## src/rtl/i2c_eeprom_pkg.sv

```systemverilog
// Purpose     : shared types and constants for the i2c_eeprom_slave block.
// Latency     : n/a (declarations only).
// Backpressure: n/a.
package i2c_eeprom_pkg;

  // Byte-level protocol states of the EEPROM slave.
  typedef enum logic [3:0] {
    IDLE,
    DEVADDR,
    ACK_DEV,
    WORDADDR,
    ACK_WORD,
    WR_BYTE,
    ACK_WR,
    RD_BYTE,
    RD_ACK,
    IGNORE
  } state_t;

  localparam int RW_BIT   = 0;  // R/W flag position in the device-address byte
  localparam int BYTE_LEN = 8;

  localparam logic [3:0] BIT_LAST = 4'(BYTE_LEN - 1);
  localparam logic [3:0] BIT_FULL = 4'(BYTE_LEN);

endpackage

```

## src/rtl/i2c_line_sync.sv

```systemverilog
// Purpose     : synchronizes SCL/SDA into clk and flags SCL edges and START/STOP.
// Latency     : SYNC_STAGES + 1 clk from pin change to event pulse.
// Backpressure: none; events are single-cycle pulses.
// Ports: clk, rst (async, active-high); scl_line, sda_line (raw bus levels);
//        sda (synchronized SDA level); scl_rise, scl_fall, start_det, stop_det.
module i2c_line_sync #(
  parameter int SYNC_STAGES = 2
) (
  input  logic clk,
  input  logic rst,
  input  logic scl_line,
  input  logic sda_line,
  output logic sda,
  output logic scl_rise,
  output logic scl_fall,
  output logic start_det,
  output logic stop_det
);

  logic [SYNC_STAGES-1:0] scl_sync;
  logic [SYNC_STAGES-1:0] sda_sync;
  logic                   scl_hist;
  logic                   sda_hist;
  logic                   scl;

  // Reset to the idle bus level so leaving reset never fakes an edge.
  always_ff @(posedge clk or posedge rst) begin
    if (rst) begin
      scl_sync <= '1;
      sda_sync <= '1;
      scl_hist <= 1'b1;
      sda_hist <= 1'b1;
    end else begin
      scl_sync <= {scl_sync[SYNC_STAGES-2:0], scl_line};
      sda_sync <= {sda_sync[SYNC_STAGES-2:0], sda_line};
      scl_hist <= scl_sync[SYNC_STAGES-1];
      sda_hist <= sda_sync[SYNC_STAGES-1];
    end
  end

  assign scl       = scl_sync[SYNC_STAGES-1];
  assign sda       = sda_sync[SYNC_STAGES-1];
  assign scl_rise  =  scl & ~scl_hist;
  assign scl_fall  = ~scl &  scl_hist;
  // SDA may only move while SCL is high for START/STOP, so require SCL high on both samples.
  assign start_det = scl & scl_hist &  sda_hist & ~sda;
  assign stop_det  = scl & scl_hist & ~sda_hist &  sda;

endmodule

```

## src/rtl/i2c_eeprom_slave.sv

```systemverilog
// Purpose     : I2C slave modelling a 24C02-class EEPROM (dev addr, word addr, auto-increment).
// Latency     : SDA drive changes SYNC_STAGES+2 clk after the SCL falling edge on the pin.
// Backpressure: none; SCL is never stretched, SCL phases must be >= 4 clk_i cycles.
// Ports: clk_i, rst_i (async, active-high); scl_i, sda_i (bus levels);
//        wp_i (write protect, only with I2C_EEPROM_WP_EN defined);
//        sda_oe_o (1 = pull SDA low); busy_o (between START and STOP).
module i2c_eeprom_slave
  import i2c_eeprom_pkg::*;
#(
  parameter logic [6:0] DEV_ADDR    = 7'b1010000,
  parameter int         MEM_DEPTH   = 256,
  parameter int         SYNC_STAGES = 2
) (
  input  logic clk_i,
  input  logic rst_i,
  input  logic scl_i,
  input  logic sda_i,
`ifdef I2C_EEPROM_WP_EN
  input  logic wp_i,
`endif
  output logic sda_oe_o,
  output logic busy_o
);

  localparam int              AW      = (MEM_DEPTH > 1) ? $clog2(MEM_DEPTH) : 1;
  localparam logic [AW-1:0]   PTR_MAX = AW'(MEM_DEPTH - 1);

  logic sda, scl_rise, scl_fall, start_det, stop_det;

  i2c_line_sync #(.SYNC_STAGES(SYNC_STAGES)) u_sync (
    .clk       (clk_i),
    .rst       (rst_i),
    .scl_line  (scl_i),
    .sda_line  (sda_i),
    .sda       (sda),
    .scl_rise  (scl_rise),
    .scl_fall  (scl_fall),
    .start_det (start_det),
    .stop_det  (stop_det)
  );

  logic wp_act;
`ifdef I2C_EEPROM_WP_EN
  assign wp_act = wp_i;
`else
  assign wp_act = 1'b0;
`endif

  // Contents survive reset; blank EEPROM reads as all ones.
  logic [7:0] mem [MEM_DEPTH] = '{default: 8'hFF};

  state_t        state_q, state_d;
  logic [3:0]    bit_cnt_q, bit_cnt_d;
  logic [7:0]    shreg_q, shreg_d;
  logic [AW-1:0] ptr_q, ptr_d, ptr_inc;
  logic          oe_q, oe_d;
  logic          busy_q, busy_d;
  logic          nack_q, nack_d;
  logic          mem_we;
  logic [7:0]    wr_byte, rd_byte;
  logic          rx_state;

  always_ff @(posedge clk_i or posedge rst_i) begin
    if (rst_i) begin
      state_q   <= IDLE;
      bit_cnt_q <= 4'd0;
      shreg_q   <= 8'd0;
      ptr_q     <= '0;
      oe_q      <= 1'b0;
      busy_q    <= 1'b0;
      nack_q    <= 1'b0;
    end else begin
      state_q   <= state_d;
      bit_cnt_q <= bit_cnt_d;
      shreg_q   <= shreg_d;
      ptr_q     <= ptr_d;
      oe_q      <= oe_d;
      busy_q    <= busy_d;
      nack_q    <= nack_d;
    end
  end

  always_ff @(posedge clk_i) begin
    if (mem_we) mem[ptr_q] <= wr_byte;
  end

  always_comb begin
    state_d   = state_q;
    bit_cnt_d = bit_cnt_q;
    shreg_d   = shreg_q;
    ptr_d     = ptr_q;
    oe_d      = oe_q;
    busy_d    = busy_q;
    nack_d    = nack_q;
    mem_we    = 1'b0;
    wr_byte   = {shreg_q[6:0], sda};
    rd_byte   = mem[ptr_q];
    ptr_inc   = (ptr_q == PTR_MAX) ? '0 : ptr_q + 1'b1;
    rx_state  = (state_q == DEVADDR) || (state_q == WORDADDR) || (state_q == WR_BYTE);

    if (start_det) begin
      // Also a repeated START: any partial byte is dropped here.
      state_d   = DEVADDR;
      bit_cnt_d = 4'd0;
      oe_d      = 1'b0;
      busy_d    = 1'b1;
    end else if (stop_det) begin
      state_d = IDLE;
      oe_d    = 1'b0;
      busy_d  = 1'b0;
    end else begin
      if (rx_state && scl_rise && bit_cnt_q != BIT_FULL) begin
        shreg_d   = wr_byte;
        bit_cnt_d = bit_cnt_q + 1'b1;
      end

      unique case (state_q)
        DEVADDR: begin
          if (scl_fall && bit_cnt_q == BIT_FULL) begin
            if (shreg_q[7:1] == DEV_ADDR) begin
              state_d = ACK_DEV;
              oe_d    = 1'b1;
            end else begin
              state_d = IGNORE;
            end
          end
        end
        // shreg still holds the address byte here, so R/W is read straight from it.
        ACK_DEV: begin
          if (scl_fall) begin
            bit_cnt_d = 4'd0;
            if (shreg_q[RW_BIT]) begin
              state_d = RD_BYTE;
              shreg_d = rd_byte;
              oe_d    = ~rd_byte[7];
            end else begin
              state_d = WORDADDR;
              oe_d    = 1'b0;
            end
          end
        end
        WORDADDR: begin
          if (scl_fall && bit_cnt_q == BIT_FULL) begin
            ptr_d   = shreg_q[AW-1:0];
            state_d = ACK_WORD;
            oe_d    = 1'b1;
          end
        end
        ACK_WORD, ACK_WR: begin
          if (scl_fall) begin
            state_d   = WR_BYTE;
            bit_cnt_d = 4'd0;
            oe_d      = 1'b0;
          end
        end
        WR_BYTE: begin
          // Commit on the 8th rising edge; protected writes still advance the pointer.
          if (scl_rise && bit_cnt_q == BIT_LAST) begin
            mem_we = ~wp_act;
            ptr_d  = ptr_inc;
          end
          if (scl_fall && bit_cnt_q == BIT_FULL) begin
            state_d = ACK_WR;
            oe_d    = ~wp_act;
          end
        end
        RD_BYTE: begin
          if (scl_rise) begin
            bit_cnt_d = bit_cnt_q + 1'b1;
            if (bit_cnt_q == BIT_LAST) ptr_d = ptr_inc;
          end
          if (scl_fall) begin
            if (bit_cnt_q == BIT_FULL) begin
              state_d = RD_ACK;
              oe_d    = 1'b0;
            end else begin
              shreg_d = {shreg_q[6:0], 1'b0};
              oe_d    = ~shreg_q[6];
            end
          end
        end
        RD_ACK: begin
          if (scl_rise) nack_d = sda;
          if (scl_fall) begin
            if (nack_q) begin
              state_d = IGNORE;
              oe_d    = 1'b0;
            end else begin
              state_d   = RD_BYTE;
              bit_cnt_d = 4'd0;
              shreg_d   = rd_byte;
              oe_d      = ~rd_byte[7];
            end
          end
        end
        default: ;
      endcase
    end
  end

  assign sda_oe_o = oe_q;
  assign busy_o   = busy_q;

endmodule

```

## config.mk

```make
export PLATFORM = sky130hd
export DESIGN_NAME = i2c_eeprom_slave
export DESIGN_NICKNAME = d
export VERILOG_FILES = /design/src/rtl/i2c_eeprom_pkg.sv /design/src/rtl/i2c_line_sync.sv /design/src/rtl/i2c_eeprom_slave.sv
export SDC_FILE = /design/constraint.sdc
export NUM_CORES = 2
export LEC_CHECK = 0
export CAP_MARGIN = 25
export CORE_MARGIN = 5
export CORE_UTILIZATION = 25
export DETAILED_ROUTE_END_ITERATION = 6
export GPL_ROUTABILITY_DRIVEN = 0
export PLACE_DENSITY = 0.45
export SETUP_SLACK_MARGIN = 0.15
export SLEW_MARGIN = 20
export SYNTH_ARGS = -nofsm -noshare
export SYNTH_HDL_FRONTEND = slang
export SYNTH_SLANG_ARGS = --single-unit
export TNS_END_PERCENT = 100
```

## constraint.sdc

```tcl
create_clock -name clk_i -period 12.9 [get_ports clk_i]
set_input_delay 1.935 -clock clk_i [delete_from_list [all_inputs] [get_ports clk_i]]
set_output_delay 1.935 -clock clk_i [all_outputs]
set_load 0.02 [all_outputs]
```

; ---- Word level (Yosys, flattened, before mapping)
; Memory sizes are Yosys's and may differ from the RTL's.
; Index checks and enable logic that the tools add are counted.
[totals]
register_bits = 33
input_bits = 4
wordCells = 132
output_inout_bits = 2
mem_bits_rw = 2048
n_memories = 1
[op_classes]
n_eq_ne = 28
n_bitwise = 15
n_addsub = 2
muxes = 57
reduce_logical = 18
[mem_list]
columns = name, words, word_bits, rd, rd_clocked_by_memory_dff, write_ports, line_no
row1 = mem, 256, 8, 1, 0, 1, i2c_eeprom_slave.sv:50  ; logic [7:0] mem [MEM_DEPTH] = '{default: 8'hFF};
[ops]
columns = operator, n
row1 = 8-bit two-way mux, 12
row2 = 4-bit two-way mux, 19
row3 = 8-bit one-hot mux with 3 select lines, 2
row4 = 4-bit one-hot mux with 7 select lines, 1
row5 = 4-bit inequality test (second input constant), 6
row6 = 4-bit by 3-bit equality test with 1-bit output (second input constant), 5
row7 = 1-bit two-way mux, 20
row8 = 4-bit by 3-bit inequality test with 1-bit output (second input constant), 4
row9 = 4-bit one-hot mux with 3 select lines, 1
row10 = 9-bit AND reduction, 1
row11 = 9-bit nonzero test, 1
row12 = 8-bit by 1-bit adder with 8-bit output (second input constant), 1
row13 = 4-bit by 2-bit equality test with 1-bit output (second input constant), 2
row14 = 4-bit equality test (second input constant), 2
row15 = 8-bit equality test (second input constant), 1
row16 = 1-bit NOT, 8
row17 = 8-bit AND reduction, 1
row18 = 8-bit nonzero test, 1
row19 = 1-bit bitwise AND, 7
row20 = 7-bit equality test (second input constant), 1
row21 = 7-bit AND reduction, 1
row22 = 2-bit inequality test (second input constant), 3
row23 = 1-bit one-hot mux with 6 select lines, 1
row24 = 4-bit by 1-bit adder with 4-bit output (second input constant), 1
row25 = other kinds (12), 18

; ---- Logic depth before layout (Yosys ltp)
[depth]
word_depth = 11
mapped_depth = 13
ltp_nobuf = 9

; ---- Modules after synthesis
; A second synthesis with hierarchy kept.
[hier_totals]
cells_unflattened = 4052
area_unflattened_um2 = 81847.2
[modules_own_cells]
columns = mod, n_inst, cells_each, seq_area_each_um2, area_per_inst_um2
row1 = i2c_eeprom_slave, 1, 4041, 62174.6, 81653.3
row2 = i2c_line_sync, 1, 11, 157.7, 193.9

; ---- Worst setup path after synthesis
; Ideal clock, no wire load.
[synth_path]
path_kind = reg2reg
startpoint = reg shreg_q[0]
endpoint = reg shreg_q[2]
setup_ps = 136
arrival_ps = 4714
synth_period_minus_slack_ps = 4851
t_required_ps = 12764
slack_ps = 8049
n_path_buf = 0
stages_incl_launch_ff = 8
cell_sequence = dfrtp_1 > and3b_1 > o21ai_0 > o21ai_0 > a21oi_1 > a22o_1 > a2111oi_0 > a31oi_1
[synth_between]
elab_chain_cells = 3
[synth_rtl]
columns = item, line_no
row1 = from (decl), i2c_eeprom_slave.sv:54  ; logic [7:0] shreg_q, shreg_d;
row2 = from (signal assigned), i2c_eeprom_slave.sv:75  ; shreg_q <= shreg_d;
row3 = 8-bit two-way mux, i2c_eeprom_slave.sv:132  ; if (shreg_q[RW_BIT]) begin
row4 = 8-bit two-way mux, i2c_eeprom_slave.sv:130  ; if (scl_fall) begin
row5 = 8-bit one-hot mux with 3 select lines, i2c_eeprom_slave.sv:117  ; unique case (state_q)
; Every way passes these cells.
; A chain may end at the register's enable or synchronous reset.

; ---- Worst setup path in the final report
[layout_path]
startpoint = reg ptr_q[0]
endpoint = reg shreg_q[0]
[layout_between]
elab_chain_cells = 4
elab_cells_between_ends = 6
classes_between = mux: 5 / memory: 1
[layout_rtl]
columns = item, line_no
row1 = from (decl), i2c_eeprom_slave.sv:55  ; logic [AW-1:0] ptr_q, ptr_d, ptr_inc;
row2 = from (signal assigned), i2c_eeprom_slave.sv:76  ; ptr_q <= ptr_d;
row3 = memory 256 x 8 bit *, n/a
row4 = "8-bit two-way mux, on equally long branches", "i2c_eeprom_slave.sv:185, i2c_eeprom_slave.sv:132"
row5 = "8-bit two-way mux, on equally long branches", "i2c_eeprom_slave.sv:184, i2c_eeprom_slave.sv:130"
row6 = 8-bit one-hot mux with 3 select lines *, i2c_eeprom_slave.sv:117
; Every way passes the cells marked *; elsewhere a longest branch is shown, timed or not.

==> results.yml <==
critical_path:
  arrival_ns: 5.85
  cp.required_ns: 13.62
  ff2ff_path_depth: 9
  worstPathMaxFanout: 73
  crit_path_end_kind: "register"
  crit_path_start_kind: "register"
  crit_type: "register to register"
cells_and_area:
  multi_input_area_um2: 18100
  ff_latch_area_um2: 62400
  fillers: 31500
  final_common_cell: "edfxtp_1"
  area_delta_synth_final_pct: 16.0
  nets: 3984
  final_cell_mix: "2,048 x edfxtp_1, 556 x mux4_2, 288 x nor2_1, 227 x clkbuf_16, 136 x nand2_1"
  drive_above_1_share_pct: 25.9
floorplanning:
  core_area_um2: 325000
  die-area_um2: 338000
  pin_count: 6
  die_height_um: 581
  dieWidth_um: 581
  rows: 209
  initial_core_util_pct: 25.1
job:
  drv_cap: 0
drt:
  ant_nets: 0
  via_per_inst: 4.75
  wl_um: 244000
  routedWlPerCell_um: 28.7
  dr.first_iter.drc_count: 4122
  vias: 40400
  drc_errors: 0
  drtPass1Iterations: 5
cts:
  clock_path_buffers: 3
  cts.sinks: 2081
  clk_pin_slew_worst_paths_ns: 0.06
  cts_tree: "built"
  post_cts_buffers: 0
  cts_hold_buf: 0
  insertion_delay_ns: 0.86
  cts_buffers: 223
  htreeDepth: 4
  post_cts_resized: 0
  clockRootBuffer: "clkbuf_16"
sta:
  rsz0062_at_grt: "no"
  hold_viol: 0
  tightest_slew_ns: 1.09
  maxSlewViolCount: 0
  fin_worst_skew_ns: 0.0557
  final-setup-viol-count: 0
  period_share_pct: 39.8
  slew_headroom_pct: 27.4
  period_minus_slack_ns: 5.14
  setup_tns_ns: 0
  clock.fmax_mhz: 195
synthesis:
  yosysSeqAreaShare_pct: 76.5
  ys_types: 69
  synth_edf_count: 2048
  synthesis.area_um2: 81500
  syn_nets: 3848
  ys_ff_latch: 2081
  avgSynthCellArea_um2: 21.2
  synth_ff_type: "edfxtp_1"
  async_flop_share_pct: 1.59
  yosys_warnings: 0
  synthCells: 3838
global_routing:
  grt_pass1_vias: 41300
  antenna_found_initial: 9
  grt_max_degree: 225
  gr-usage-all-layers_pct: 14.1
  grt_pass1_wl_um: 340000
  overflow: 0
place:
  dpl.hpwl_um: 148000
  io_buffer_count: 5
power:
  p_leak_uw: 0.0283
  finalPower_uw: 15200
  peakVddDrop_uv: 183
  pwr_density_cell_nw_per_um2: 160
hold_path:
  hp-class: "register to register"
  hold_depth: 0
outcome:
  status: "finished, final reports clean"
==> power breakdown <==
part	switching, uW	internal [uW]
Clock	2720	3740
Sequential	133	7880
Combinational	577	123
Total	3430	11700
==> flip-flops by register name, summed over array words and instances, names as in the netlist <==
name,cells
shreg_q,8
bit_cnt_q,4
u_sync.scl_hist,1
state_q,4
busy_o,1
mem,2048
u_sync.sda_hist,1
u_sync.sda_sync,2
sda_oe_o,1
nack_q,1
ptr_q,8
u_sync.scl_sync,2
==> area by class of cell <==
cell class / count / area share, %
diodes: 4 / 0.0106
inverters: 15 / 0.0675
well taps: 4325 / 5.72
clock inverters: 157 / 1.66
repair buffers: 132 / 1.25
flip-flops and latches: 2081 / 66.0
multi-input cells: 1521 / 19.2
clock buffers: 265 / 6.16
==> final timing paths <==
check | start | end | slack (ns)
max in group asynchronous | rst_i | ptr_q[0]$_DFFE_PP0P_ | 10.84
min in group asynchronous | rst_i | sda_oe_o$_DFFE_PP0P_ | 1.56
worst max-delay path | ptr_q[0]$_DFFE_PP0P_ | shreg_q[0]$_DFFE_PP0P_ | 7.76
worst max register to register | ptr_q[0]$_DFFE_PP0P_ | shreg_q[0]$_DFFE_PP0P_ | 7.76
worst min-delay path | u_sync.scl_sync[0]$_DFF_PP1_ | u_sync.scl_sync[1]$_DFF_PP1_ | 0.36
worst min register to register | u_sync.scl_sync[0]$_DFF_PP1_ | u_sync.scl_sync[1]$_DFF_PP1_ | 0.36
==> synth_stat cells, drive strengths merged (3+ instances only) <==
cell	instances	area (um2)
ha	6	75.1
nand2	146	548
nand2b	7	43.8
and2	8	50.1
buf	103	697
and3	7	43.8
a21oi	48	240
mux2i	62	621
a32oi	5	43.8
o2111ai	9	78.8
o211ai	10	75.1
dfrtp	27	676
clkbuf	118	443
nor4	7	43.8
a22oi	61	458
o221ai	6	52.6
mux4	556	12500
a221oi	17	149
edfxtp	2048	61500
nand4	11	68.8
a311oi	3	26.3
o22ai	23	144
a22o	26	228
a2111oi	3	26.3
o31ai	5	37.5
a31oi	14	87.6
a211oi	7	52.6
nor2b	17	106
nor3	16	80.1
dfstp	6	158
mux2	7	78.8
nor2	300	1130
o32ai	3	26.3
nor4b	7	80.1
o21ai	44	220
nand3	39	195
nand4b	4	35.0
inv	14	52.6
o22a	5	43.8
nor4bb	4	40.0
==> metal layers <==
metal  part of all wire [%]  GRT usage [%]  vias to the layer above
li1                       -              -                    16400
met1                     43           19.4                    22100
met2                     47           22.4                     1446
met3                    6.6           2.93                      388
met4                    3.2           4.46                        2
met5                 0.0053              0                        -
==> stage by stage <==
step / instances / setup WS (ns) / cell area, um2 / hold slack (ns) / util, %
after floorplan: 3838 / 8.05 / 81500 / 0.345 / -
after global placement: 8045 / 7.68 / 86800 / 0.351 / 26.8
after detailed placement: 8058 / 7.62 / 87000 / 0.348 / 26.8
after CTS: 8480 / 7.66 / 94400 / 0.360 / 29.1
after global routing: 8497 / 7.40 / 94500 / 0.364 / 29.1
final: 8500 / 7.76 / 94600 / 0.357 / 29.1
==> logic make-up after synthesis <==
group / Yosys count / share of synthesized area [%]
fa+ha+maj: 6 / 0.0921
mux: 625 / 16.2
simple gates: 586 / 3.15
buf+inv: 236 / 1.47
compound gates: 303 / 2.60
xor+xnor: 1 / 0.0107
flops: 2081 / 76.5
==> worst max-delay path, cell delays in order (launching register included) <==
cell	delay, ns
dfrtp_4	0.69
buf_12	0.51
buf_4	0.69
buf_4	0.70
mux4_2	0.60
mux4_2	0.52
nand3_1	0.11
nand4_1	0.29
a2111oi_0	0.49
a31oi_1	0.16
No activity file was read; power rests on OpenSTA's default activity.
